### config.mk
export PLATFORM = sky130hd
export DESIGN_NAME = router_fifo
export DESIGN_NICKNAME = d
export VERILOG_FILES = /design/src/rtl/router_fifo.sv
export SDC_FILE = /design/constraint.sdc
export NUM_CORES = 1
export LEC_CHECK = 0
export ABC_CLOCK_PERIOD_IN_PS = 3000
export BUFFER_PORTS_ARGS = -buffer_cell sky130_fd_sc_hd__buf_2
export CAP_MARGIN = 10
export CORE_MARGIN = 1.5
export CORE_UTILIZATION = 61
export CTS_CLUSTER_DIAMETER = 50
export DETAILED_ROUTE_END_ITERATION = 10
export PLACE_DENSITY = 0.82
export SLEW_MARGIN = 30
export SYNTH_ARGS = -nofsm -noshare
export SYNTH_HDL_FRONTEND = slang
export SYNTH_SLANG_ARGS = --single-unit
### constraint.sdc
create_clock -name clock -period 3 [get_ports clock]
set_input_delay 0.6 -clock clock [delete_from_list [all_inputs] [get_ports clock]]
set_output_delay 0.6 -clock clock [all_outputs]
set_load 0.01 [all_outputs]
### src/rtl/router_fifo.sv
// Per-destination output buffer for the 1x3 router: a tagged-byte FIFO with packet-length
// tracking so data_out falls back to zero once the current packet has been drained.
module router_fifo #(
    parameter int WIDTH = 8,
    parameter int DEPTH = 16,
    parameter int AW    = 4
) (
    input  logic             clock,
    input  logic             reset,
    input  logic             soft_reset,
    input  logic             write_enb,
    input  logic             read_enb,
    input  logic             lfd_state,
    input  logic [WIDTH-1:0] data_in,
    output logic [WIDTH-1:0] data_out,
    output logic             full,
    output logic             empty
);

    logic [WIDTH:0]   mem_q [DEPTH];
    logic [AW:0]      wr_ptr_q, wr_ptr_d;
    logic [AW:0]      rd_ptr_q, rd_ptr_d;
    logic [6:0]       pkt_count_q, pkt_count_d;
    logic [WIDTH-1:0] data_out_q, data_out_d;
    logic [WIDTH:0]   rd_entry;
    logic             do_wr, do_rd;

    assign empty    = (wr_ptr_q == rd_ptr_q);
    assign full     = (wr_ptr_q[AW] != rd_ptr_q[AW]) &&
                      (wr_ptr_q[AW-1:0] == rd_ptr_q[AW-1:0]);
    assign rd_entry = mem_q[rd_ptr_q[AW-1:0]];
    assign data_out = data_out_q;

    // Flags are taken before the edge, so a full FIFO only reads and an empty one only writes.
    assign do_wr = write_enb && !full  && !soft_reset;
    assign do_rd = read_enb  && !empty && !soft_reset;

    always_comb begin
        wr_ptr_d    = wr_ptr_q;
        rd_ptr_d    = rd_ptr_q;
        pkt_count_d = pkt_count_q;
        data_out_d  = data_out_q;
        if (soft_reset) begin
            wr_ptr_d    = '0;
            rd_ptr_d    = '0;
            pkt_count_d = '0;
            data_out_d  = '0;
        end else begin
            if (do_wr) begin
                wr_ptr_d = wr_ptr_q + 1'b1;
            end
            if (do_rd) begin
                rd_ptr_d   = rd_ptr_q + 1'b1;
                data_out_d = rd_entry[WIDTH-1:0];
                // Header reload counts payload plus the trailing parity byte.
                if (rd_entry[WIDTH]) begin
                    pkt_count_d = {1'b0, rd_entry[7:2]} + 7'd1;
                end else if (pkt_count_q != 7'd0) begin
                    pkt_count_d = pkt_count_q - 7'd1;
                end
            end else if (pkt_count_q == 7'd0) begin
                data_out_d = '0;
            end
        end
    end

    always_ff @(posedge clock or posedge reset) begin
        if (reset) begin
            wr_ptr_q    <= '0;
            rd_ptr_q    <= '0;
            pkt_count_q <= '0;
            data_out_q  <= '0;
        end else begin
            wr_ptr_q    <= wr_ptr_d;
            rd_ptr_q    <= rd_ptr_d;
            pkt_count_q <= pkt_count_d;
            data_out_q  <= data_out_d;
        end
    end

    // Storage needs no reset; the pointers define which entries are meaningful.
    always_ff @(posedge clock) begin
        if (do_wr) begin
            mem_q[wr_ptr_q[AW-1:0]] <= {lfd_state, data_in};
        end
    end

endmodule

==> summary.md, run 1 <==
| Metric | Value |
|---|---|
| Status | `finished clean` |
| CP Launch Type | `register` |
| WL final | `15.55 mm` |
| Final Net Count | `479` |
| Drt first pass iters | `5` |
| Critical setup path kind | `reg2reg` |
| Post-DP HPWL | `9.683 mm` |
| Switching Share | `25.63%` |
| Synth Register Bits | `169` |
| DR DRC count | `0` |
| Max Clock Skew | `0.008644 ns` |
| GRT Util Overall | `27.18%` |
| Avg WL per Cell | `25.32 um` |
| Slew Limit Fails | `0` |
| Layout cells sized above 1 | `24.47%` |
| Initial cell density of the core | `62.25%` |
| # rows | `39` |
| RSZ-0062 raised after global routing | `no` |
| Syn Inst Count | `415` |
| Final setup viols | `0` |
| Compound-cell area share of the yosys netlist | `5.162%` |
| WP data required | `3.30 ns` |
| VDD IR max | `0.4779 mV` |
| Antenna violations before repair | `1` |
| Mux contribution to synthesized area | `12.66%` |
| CP max stage cell | `dfrtp_2` |
| Clock share of power | `38.0%` |
| Sequential power share | `46.1%` |
| Syn Area/Cell | `17.06 um^2` |
| Drt first-iter violations | `581` |
| Clock Sinks | `169` |
| CTS Hold Buffers Added | `0` |
| PwrDens | `722.2 nW/um^2` |
| Critical path depth | `8` |
| Net Sw Power | `1.485 mW` |
| Post-CTS Resized | `0` |
| Reg2reg path depth | `8` |
| Worst Path Arrival | `3.03 ns` |
| Largest net degree at the start of global routing | `28` |
| Sequential area share after synthesis | `69.93%` |
| Post-synth EDFFs | `144` |
| Synthesized net count | `437` |
| Synth warn | `0` |
| Critical path cell sequence | `buf_4 > mux4_2 > a22oi_1 > nand2_1 > ha_1 > nor3_1 > nand4b_1 > a31oi_1` |
| Worst-path clk slew | `0.07 ns` |
| Setup ws final | `0.2701 ns` |
| Max-slew headroom at the worst pin | `38.92%` |
| Vias per cell | `6.621` |
| Final hold vios | `0` |
| Synthesized cell area | `7078 um^2` |
| Max-cap violations | `0` |
| Grt ovf | `0` |
| Total power | `5.795 mW` |
| Die ar. | `12,260 um^2` |
| Lkg Pwr | `2.768 nW` |
| RD Place Congestion | `0.8847` |
| Max Fclk | `366.3 MHz` |
| Ports | `24` |
| Top FF cell, synth | `edfxtp_1` |
| Vias in the first global route | `4,115` |
| Combinational share of power | `15.9%` |
| Setup Buffers After CTS | `0` |
| IO Port Bufs | `23` |
| Vias | `4,065` |
| Later-pin clock latency in the skew report | `0.43 ns` |
| Dpl ws | `0.4190 ns` |
| CP max FO | `17` |
| Minimum clock period | `2.730 ns` |
| Post-route ant nets | `0` |
| Die Span X | `110.7 um` |
| Die height | `110.7 um` |
| Worst Tran Pin Value | `0.9128 ns` |
| Setup TNS | `0 ns` |
| CP top delay family | `flip-flops` |
| CP endpoint kind | `register` |
| Largest family of logic cells by synthesized area | `multiplexers` |
| Type of the tightest min-delay check | `in2async` |
| TritonCTS clock tree | `done` |
| Synth Area in XOR/XNOR | `2.104%` |
| CTS Root Cell | `clkbuf_16` |
| First-pass GRT wire length | `24.09 mm` |
| Adder-cell share of the synthesized area | `1.414%` |
| Clock Tree Buf Depth | `2` |
| FFs w/ async S/R, synth | `14.79%` |
| Worst path bufs/invs | `1` |
| Post-synthesis cell type count | `45` |
| # fillers | `691` |
| Core Footprint | `11,370 um^2` |
| Final Cycle Share | `91.00%` |
| CTS buffer count | `17` |
| Power Internal | `4.310 mW` |
| CP max stage delay | `0.60 ns` |
| Layout area overhead | `13.36%` |
| H-tree depth | `4` |
| Post-synthesis simple-gate area fraction | `6.523%` |
## logic make-up after synthesis
kind of cell             Yosys count
adder cells (fa/ha/maj)            8
multiplexers                      42
buffers and inverters             32
XOR/XNOR                          17
AO/OA/AOI/OAI                     52
AND/OR/NAND/NOR                   95
flip-flops                       169
## area by class of cell
cell class | count | area [um^2] | share of cell area [%]
clock inverters | 15 | 171.4 | 2.136
well taps | 143 | 178.9 | 2.230
flip-flops and latches | 169 | 4952 | 61.72
multi-input cells | 214 | 1974 | 24.61
repair buffers | 42 | 270.3 | 3.368
diodes | 1 | 2.502 | 0.03119
inverters | 13 | 48.80 | 0.6081
clock buffers | 17 | 425.4 | 5.302
## flip-flops by register name (all words and copies together) (netlist names)
register,count
data_out,8
mem_q,144
pkt_count_q,7
rd_ptr_q,5
wr_ptr_q,5
## path summary, 6_finish.rpt
check                                 endpoint         from  slack, ns
worst min register to register     data_out[6]  data_out[6]       0.53
worst max register to register  pkt_count_q[2]  rd_ptr_q[1]       0.27
max in group asynchronous          rd_ptr_q[1]        reset       2.42
worst max-delay path            pkt_count_q[2]  rd_ptr_q[1]       0.27
worst min-delay path               data_out[1]        reset       0.20
min in group clock                 data_out[6]  data_out[6]       0.53
## placed cells by master, fill, tap and decap left out, drive strengths merged, types with 3 or more instances in the layout
cell type	Yosys	final
edfxtp	144	144
buf	13	42
mux4	38	38
nor2	27	27
dfrtp	25	25
nand2	23	23
clkbuf	6	17
inv	12	16
nand3	14	14
and2	14	14
a21oi	12	12
xnor2	10	10
a22oi	9	9
ha	8	8
xor2	7	7
clkinv	1	7
o21ai	6	6
o21a	5	5
nand4	4	4
mux2i	4	4
nor2b	4	4
a31oi	3	3
bufinv	0	3
## metal layers
metal / GRT usage [%] / vias up / wire (um)
met5: 0 / - / 0
met4: 13.08 / 0 / 529
met3: 7.983 / 39 / 1300
met2: 42.35 / 223 / 7760
met1: 35.71 / 2087 / 5956
li1: - / 1716 / -
## synthesized netlist by cell type, drive strengths merged (2+ instances only)
library cell    n  area [um^2]
a21oi          12        60.06
a221oi          2        17.52
a22oi           9        67.56
a2bb2oi         2        17.52
a31oi           3        18.77
a32oi           2        17.52
and2           14        87.58
and3            2        12.51
buf            13        85.08
clkbuf          6        22.52
dfrtp          25        625.6
edfxtp        144         4324
ha              8        100.1
inv            12        45.04
mux2i           4        40.04
mux4           38        855.8
nand2          23        86.33
nand3          14        70.07
nand4           4        25.02
nor2           27        101.4
nor2b           4        32.53
nor3            2        10.01
o211ai          2        15.01
o21a            5        37.54
o21ai           6        30.03
o221ai          2        17.52
xnor2          10        87.58
xor2            7        61.31
## power by group through the flow
stage                     Combinational, mW  Clock [mW]  Sequential, mW
after global placement                0.863           0            2.72
after floorplan                       0.673           0            2.69
after CTS                             0.910        2.22            2.67
final                                 0.919        2.20            2.67
after global routing                  0.989        2.31            2.68
after detailed placement              0.891           0            2.72
## stage by stage
stage | hold slack (ns) | cells | cell area, um^2 | util (%)
floorplan | 0.4966 | 415 | 7078 | -
global placement | 0.5095 | 581 | 7422 | 65.28
detailed placement | 0.5234 | 581 | 7422 | 65.28
CTS | 0.3901 | 613 | 8019 | 70.53
global route | 0.2406 | 613 | 8021 | 70.55
finish | 0.2004 | 614 | 8024 | 70.57
Note: power is estimated with default switching activity, not from simulation.
==> inputs of run 2 (changes only) <==
ABC_AREA = 1   (was default)
CORE_UTILIZATION = 62   (was 61)
PLACE_DENSITY = 0.83   (was 0.82)
==> run 2 against run 1 <==
Sequential power hardly changed. Clock-buffer cell count unchanged. Critical path depth rose by 7. Register-to-register slack improved by 0.16 ns. Sequential share of layout area is 2.9 points lower. Worst hold slack gained 0.011 ns. Total power shrank 2.2%. Synthesized area is 7.1% higher. Maximum frequency is 6.3% higher. Via count rose by 32%. Largest cell class unchanged.
==> summary.md, run 2 <==
| Metric | Value |
|---|---|
| Setup TNS | `0 ns (unchanged)` |
| Worst Tran Pin Value | `0.6598 ns (-0.2530 ns)` |
| Drt first-iter violations | `503 (-13%)` |
| CP max FO | `36 (+19)` |
| PwrDens | `673.7 nW/um^2 (-6.7%)` |
| RD Place Congestion | `0.9156 (+3.5%)` |
| Grt ovf | `0 (unchanged)` |
| Later-pin clock latency in the skew report | `0.43 ns (about the same)` |
| VDD IR max | `0.4993 mV (+4.5%)` |
| Clock Tree Buf Depth | `2 (unchanged)` |
| Die Span X | `113.6 um (+2.6%)` |
| # fillers | `817 (+18%)` |
| TritonCTS clock tree | `done` |
| Most frequent cells in the layout | `202 x nand2_1, 144 x edfxtp_1, 76 x inv_1` |
| Final Cycle Share | `85.62% (-5.4 points)` |
| Max-slew headroom at the worst pin | `55.95% (+17 points)` |
| Ant diodes | `0 (-1)` |
| Drt first pass iters | `5 (unchanged)` |
| WP data required | `3.31 ns (about the same)` |
| Post-route ant nets | `0 (unchanged)` |
| Leading area contributor after synthesis | `edfxtp_1` |
| CP Launch Type | `register` |
| Status | `finished clean` |
| Top FF cell, synth | `edfxtp_1` |
| Critical setup path kind | `reg2reg` |
| Core Footprint | `11,960 um^2 (+5.2%)` |
| Commonest cells in the netlist | `202 x nand2_1, 144 x edfxtp_1, 77 x inv_1` |
| Avg WL per Cell | `18.09 um (-29%)` |
| FFs w/ async S/R, synth | `14.79% (unchanged)` |
| Syn Area/Cell | `10.47 um^2 (-39%)` |
| Max Clock Skew | `0.008507 ns (-0.0001366 ns)` |
| Die ar. | `12,900 um^2 (+5.2%)` |
| # rows | `40 (+2.6%)` |
| Vias in the first global route | `5,266 (+28%)` |
| DR DRC count | `0 (unchanged)` |
| Synthesized cell area | `7580 um^2 (+7.1%)` |
| Critical path cell sequence | `inv_2 > nand3_1 > nand2_1 > nand2_1 > nand2_1 > inv_1 > nand2_1 > ha_1 > inv_1 > nor2_1 > nand2_1 > nand2_1 > nand2_1 > nand3_1 > nand2_1` |
| CP max stage cell | `inv_2` |
| Vias | `5,370 (+32%)` |
| Largest net degree at the start of global routing | `65 (+130%)` |
| WL final | `16.62 mm (+6.9%)` |
| Die height | `113.6 um (+2.6%)` |
| Post-synth EDFFs | `144 (unchanged)` |
| Antenna violations before repair | `0 (-1)` |
| Max-cap violations | `0 (unchanged)` |
| Synthesized net count | `746 (+71%)` |
| Max FFs per register | `144 (unchanged)` |
| Sequential area share after synthesis | `65.30% (-4.6 points)` |
| Top cell by count, worst path | `nand2_1` |
| Worst-path clk slew | `0.07 ns (about the same)` |
| Worst Path Arrival | `2.88 ns (-0.15 ns)` |
| Post-CTS Resized | `0 (unchanged)` |
| Final Net Count | `781 (+63%)` |
| IO Port Bufs | `23 (unchanged)` |
| Commonest non-fill, non-tap cell in the layout | `nand2_1` |
| CP max stage delay | `0.57 ns (-0.03 ns)` |
| Final Cell Area | `8413 um^2 (+4.8%)` |
| Minimum clock period | `2.569 ns (-0.1613 ns)` |
| First-pass GRT wire length | `26.00 mm (+7.9%)` |
| Vias per cell | `5.843 (-12%)` |
| Lkg Pwr | `3.532 nW (+28%)` |
| Setup Buffers After CTS | `0 (unchanged)` |
| Synth warn | `0 (unchanged)` |
| Layout cells sized above 1 | `13.08% (-11 points)` |
| CTS buffer count | `17 (unchanged)` |
| Ports | `24 (unchanged)` |
| Top cell type's share of synthesized area | `57.05% (-4.0 points)` |
| Synth area leaders | `edfxtp_1 57%, nand2_1 10%, dfrtp_1 8.3%, inv_1 3.8%, nand3_1 3.7%` |
| Max Fclk | `389.3 MHz (+6.3%)` |
| Clock Sinks | `169 (unchanged)` |
| GRT Util Overall | `27.00% (-0.18 points)` |
| Initial cell density of the core | `63.37% (+1.1 points)` |
| RSZ-0062 raised after global routing | `no` |
| Post-place instance area | `7836 um^2 (+5.6%)` |
| Layout area overhead | `10.99%` |
| Synth Register Bits | `169 (unchanged)` |
| Slew Limit Fails | `0 (unchanged)` |
| CTS Root Cell | `clkbuf_16` |
| CP endpoint kind | `register` |
| Final setup viols | `0 (unchanged)` |
| Syn Inst Count | `724 (+74%)` |
| Most frequent cell after synthesis | `nand2_1` |
| Type of the tightest min-delay check | `in2async` |
| H-tree depth | `4 (unchanged)` |
| Post-synthesis cell type count | `36 (-20%)` |
| Post-DP HPWL | `10.53 mm (+8.7%)` |
| CTS Hold Buffers Added | `0 (unchanged)` |
| Final hold vios | `0 (unchanged)` |
==> run 2: path summary, 6_finish.rpt <==
kind | to | depth (start not counted) | slack (ns) | startpoint
setup / recovery | pkt_count_q[4] | 15 | 0.43 | rd_ptr_q[1]
hold / removal | wr_ptr_q[2] | 2 | 0.21 | reset
setup reg to reg | pkt_count_q[4] | 15 | 0.43 | rd_ptr_q[1]
hold reg to reg | pkt_count_q[0] | 2 | 0.50 | pkt_count_q[0]
max in group asynchronous | rd_ptr_q[0] | 2 | 2.40 | reset
min in group clock | pkt_count_q[0] | 2 | 0.50 | pkt_count_q[0]
==> run 2: cells by family after synthesis <==
family | share of synthesized area [%]
adder cells (fa/ha/maj) | 1.321
XOR/XNOR | 0.9244
AND/OR/NAND/NOR | 18.80
buffers and inverters | 6.883
flip-flops | 65.30
AO/OA/AOI/OAI | 6.768
==> run 2: critical path, delay by kind of cell (launching register included) <==
family	cells	cell delay, ns
simple gates	11	1.02
buf+inv	3	0.68
fa+ha+maj	1	0.21
flops	1	0.53
==> run 2: through the flow <==
stage | instances | power (mW) | worst slack (ns) | hold WS [ns] | util, %
finish | 919 | 5.668 | 0.4313 | 0.2111 | 70.33
global route | 919 | 5.875 | 0.2406 | 0.2454 | 70.33
CTS | 919 | 5.669 | 0.4823 | 0.4148 | 70.33
detailed placement | 887 | 3.575 | 0.5636 | 0.4828 | 65.51
global placement | 887 | 3.537 | 0.6520 | 0.4763 | 65.51
floorplan | 724 | 3.380 | 0.6677 | 0.4588 | -
==> run 2: routing by layer <==
layer  vias to the layer above  global-route usage [%]  part of all wire, %
met5                         -                       0                    0
met4                         0                   14.67                  3.6
met3                        53                   6.695                  8.5
met2                       300                   44.54                   49
met1                      2528                   33.05                   39
li1                       2489                       -                    -
==> run 2: where the power goes <==
part / leakage, nW / internal (mW) / switching (mW) / total, mW
Combinational: 1.63 / 0.270 / 0.622 / 0.892
Clock: 0.270 / 1.22 / 0.896 / 2.12
Sequential: 1.64 / 2.61 / 0.0478 / 2.65
Total: 3.53 / 4.10 / 1.57 / 5.67
==> run 2: area by class of cell <==
| cell class | instances | area, um^2 | area share, % |
|---|---|---|---|
| well taps | 147 | 183.9 | 2.186 |
| multi-input cells | 443 | 2108 | 25.06 |
| clock inverters | 15 | 151.4 | 1.800 |
| flip-flops and latches | 169 | 4951 | 58.85 |
| clock buffers | 17 | 425.4 | 5.057 |
| inverters | 84 | 320.3 | 3.807 |
| repair buffers | 44 | 272.8 | 3.242 |
==> inputs of run 3 (changes only) <==
ABC_CLOCK_PERIOD_IN_PS = 3200   (was 3000)
CORE_UTILIZATION = 67   (was 62)
PLACE_DENSITY = 0.88   (was 0.83)
clock period = 3.2 ns   (was 3 ns; I/O delays follow)
==> run 3 against run 2 <==
Sequential power decreased by 6%. Register-to-register slack improved by 0.31 ns. Setup slack improved by 0.31 ns. Die area decreased by 7.3%. Critical path depth unchanged. Flip-flop and latch count unchanged. Final cell count decreased by 0.44%. Utilization increased by 6.8 points. Sequential share of layout area decreased by 0.18 points. First-iteration DRC count increased by 66%. Maximum frequency increased by 4.4%. Non-clock buffer count increased by 4. Largest power group unchanged. Highest routed layer unchanged.
==> summary.md, run 3 (synthesized netlist as in run 2, its figures left out) <==
| Metric | Value |
|---|---|
| Post-route ant nets | `0 (unchanged)` |
| Initial cell density of the core | `69.31% (+5.9 points)` |
| DR DRC count | `0 (unchanged)` |
| Ports | `24 (unchanged)` |
| VDD IR max | `0.5768 mV (+16%)` |
| Lkg Pwr | `3.564 nW (+0.89%)` |
| Final setup viols | `0 (unchanged)` |
| Type of the tightest min-delay check | `in2async` |
| Status | `finished clean` |
| Vias per cell | `6.133 (+5.0%)` |
| Final hold vios | `0 (unchanged)` |
| Vias in the first global route | `5,403 (+2.6%)` |
| Area of the multi-input gates | `2108 um^2 (unchanged)` |
| Max Fclk | `406.2 MHz (+4.4%)` |
| Worst-path clk slew | `0.06 ns (about the same)` |
| Core Footprint | `10,940 um^2 (-8.6%)` |
| Largest net degree at the start of global routing | `61 (-6.2%)` |
| Post-place instance area | `7858 um^2 (+0.27%)` |
| Most frequent cells in the layout | `202 x nand2_1, 144 x edfxtp_1, 76 x inv_1` |
| CP top delay family | `simple AND/OR/NAND/NOR gates` |
| Non-filler cells, final | `915 (-0.44%)` |
| Vias | `5,612 (+4.5%)` |
| Antenna violations before repair | `0 (unchanged)` |
| Clock Sinks | `169 (unchanged)` |
| Die ar. | `11,960 um^2 (-7.3%)` |
| Slew Limit Fails | `0 (unchanged)` |
| CP max stage cell | `dfrtp_2` |
| RSZ-0062 raised after global routing | `no` |
| Minimum clock period | `2.462 ns (-0.1071 ns)` |
| Max FFs per register | `144 (unchanged)` |
| CTS buffer count | `17 (unchanged)` |
| CTS Root Cell | `clkbuf_16` |
| Later-pin clock latency in the skew report | `0.44 ns (about the same)` |
| TritonCTS clock tree | `done` |
| CTS Hold Buffers Added | `0 (unchanged)` |
| Critical setup path kind | `reg2reg` |
| PwrDens | `640.2 nW/um^2 (-5.0%)` |
| Post-DP HPWL | `11.30 mm (+7.3%)` |
| Top cell by count, worst path | `nand2_1` |
| Drt first-iter violations | `837 (+66%)` |
| Grt ovf | `0 (unchanged)` |
| Max Clock Skew | `0.007400 ns (-0.001108 ns)` |
| First-pass GRT wire length | `28.36 mm (+9.1%)` |
| # fillers | `643 (-21%)` |
| Final Cell Area | `8439 um^2 (+0.31%)` |
| Clock Tree Buf Depth | `2 (unchanged)` |
| Worst Tran Pin Value | `0.6786 ns (+0.01877 ns)` |
| # rows | `38 (-5.0%)` |
| CP max stage delay | `0.45 ns (-0.12 ns)` |
| H-tree depth | `4 (unchanged)` |
| Storage element area | `4951 um^2 (unchanged)` |
| Setup TNS | `0 ns (unchanged)` |
| WL final | `18.40 mm (+11%)` |
| Final Net Count | `785 (+0.51%)` |
| Placed Cells | `884 (-0.34%)` |
| Final Cycle Share | `76.92% (-8.7 points)` |
| Max-cap violations | `0 (unchanged)` |
| RD Place Congestion | `0.8717 (-4.8%)` |
| Layout cells sized above 1 | `13.03% (-0.051 points)` |
| Max-slew headroom at the worst pin | `54.70% (-1.3 points)` |
| Layout area overhead | `11.34%` |
| Worst path bufs/invs | `2 (-1)` |
| Worst Path Arrival | `2.79 ns (-0.09 ns)` |
| Die Span X | `109.4 um (-3.7%)` |
| Die height | `109.4 um (-3.7%)` |
| CP max FO | `60 (+67%)` |
| Setup Buffers After CTS | `0 (unchanged)` |
| WP data required | `3.53 ns (+0.22 ns)` |
| Drt first pass iters | `5 (unchanged)` |
| GRT Util Overall | `33.64% (+6.6 points)` |
| Ant diodes | `0 (unchanged)` |
| CP Launch Type | `register` |
| IO Port Bufs | `23 (unchanged)` |
| Avg WL per Cell | `20.11 um (+11%)` |
| Post-CTS Resized | `0 (unchanged)` |
| Commonest non-fill, non-tap cell in the layout | `nand2_1` |
| CP endpoint kind | `register` |
| Critical path cell sequence | `inv_4 > nand2_1 > nand2_1 > nand2_1 > nand3_1 > nand3_1 > nand2_1 > ha_1 > inv_1 > nor2_1 > nand2_1 > nand2_1 > nand2_1 > nand3_1 > nand2_1` |
## run 3: final timing paths
| kind | start | to | slack [ns] | cells past startpoint |
|---|---|---|---|---|
| setup / recovery | rd_ptr_q[0] | pkt_count_q[4] | 0.74 | 15 |
| hold reg to reg | pkt_count_q[0] | pkt_count_q[0] | 0.50 | 2 |
| hold / removal | reset | wr_ptr_q[4] | 0.25 | 2 |
| setup reg to reg | rd_ptr_q[0] | pkt_count_q[4] | 0.74 | 15 |
| max in group asynchronous | reset | rd_ptr_q[0] | 2.56 | 2 |
| min in group clock | pkt_count_q[0] | pkt_count_q[0] | 0.50 | 2 |
## run 3: layout make-up
cell class | count | share of cell area, %
clock inverter | 14 | 1.853
multi-input combinational | 443 | 24.98
tap | 140 | 2.076
timing repair buffer | 48 | 3.588
sequential | 169 | 58.67
clock buffer | 17 | 5.041
inverter | 84 | 3.795
## run 3: per-layer routing
metal  track usage, %  vias up  part of all wire [%]
met1            44.24     2627                    36
li1                 -     2493                     -
met5                0        -                     0
met2            50.89      390                    47
met3            7.410      102                    11
met4            22.17        0                   6.2
## run 3: stage by stage
stage               setup WS (ns)  power, mW  utilization [%]  hold WS, ns
floorplan                  0.8677      3.169                -       0.4588
global placement           0.9435      3.327            71.85       0.4759
detailed placement         0.8531      3.367            71.85       0.4854
CTS                        0.8083      5.388            77.17       0.4414
global route               0.5652      5.584            77.17       0.2890
finish                     0.7384      5.403            77.17       0.2458
## run 3: power by group
part           internal, mW  switching (mW)
clock                  1.21           0.827
combinational         0.256           0.622
sequential             2.44          0.0426
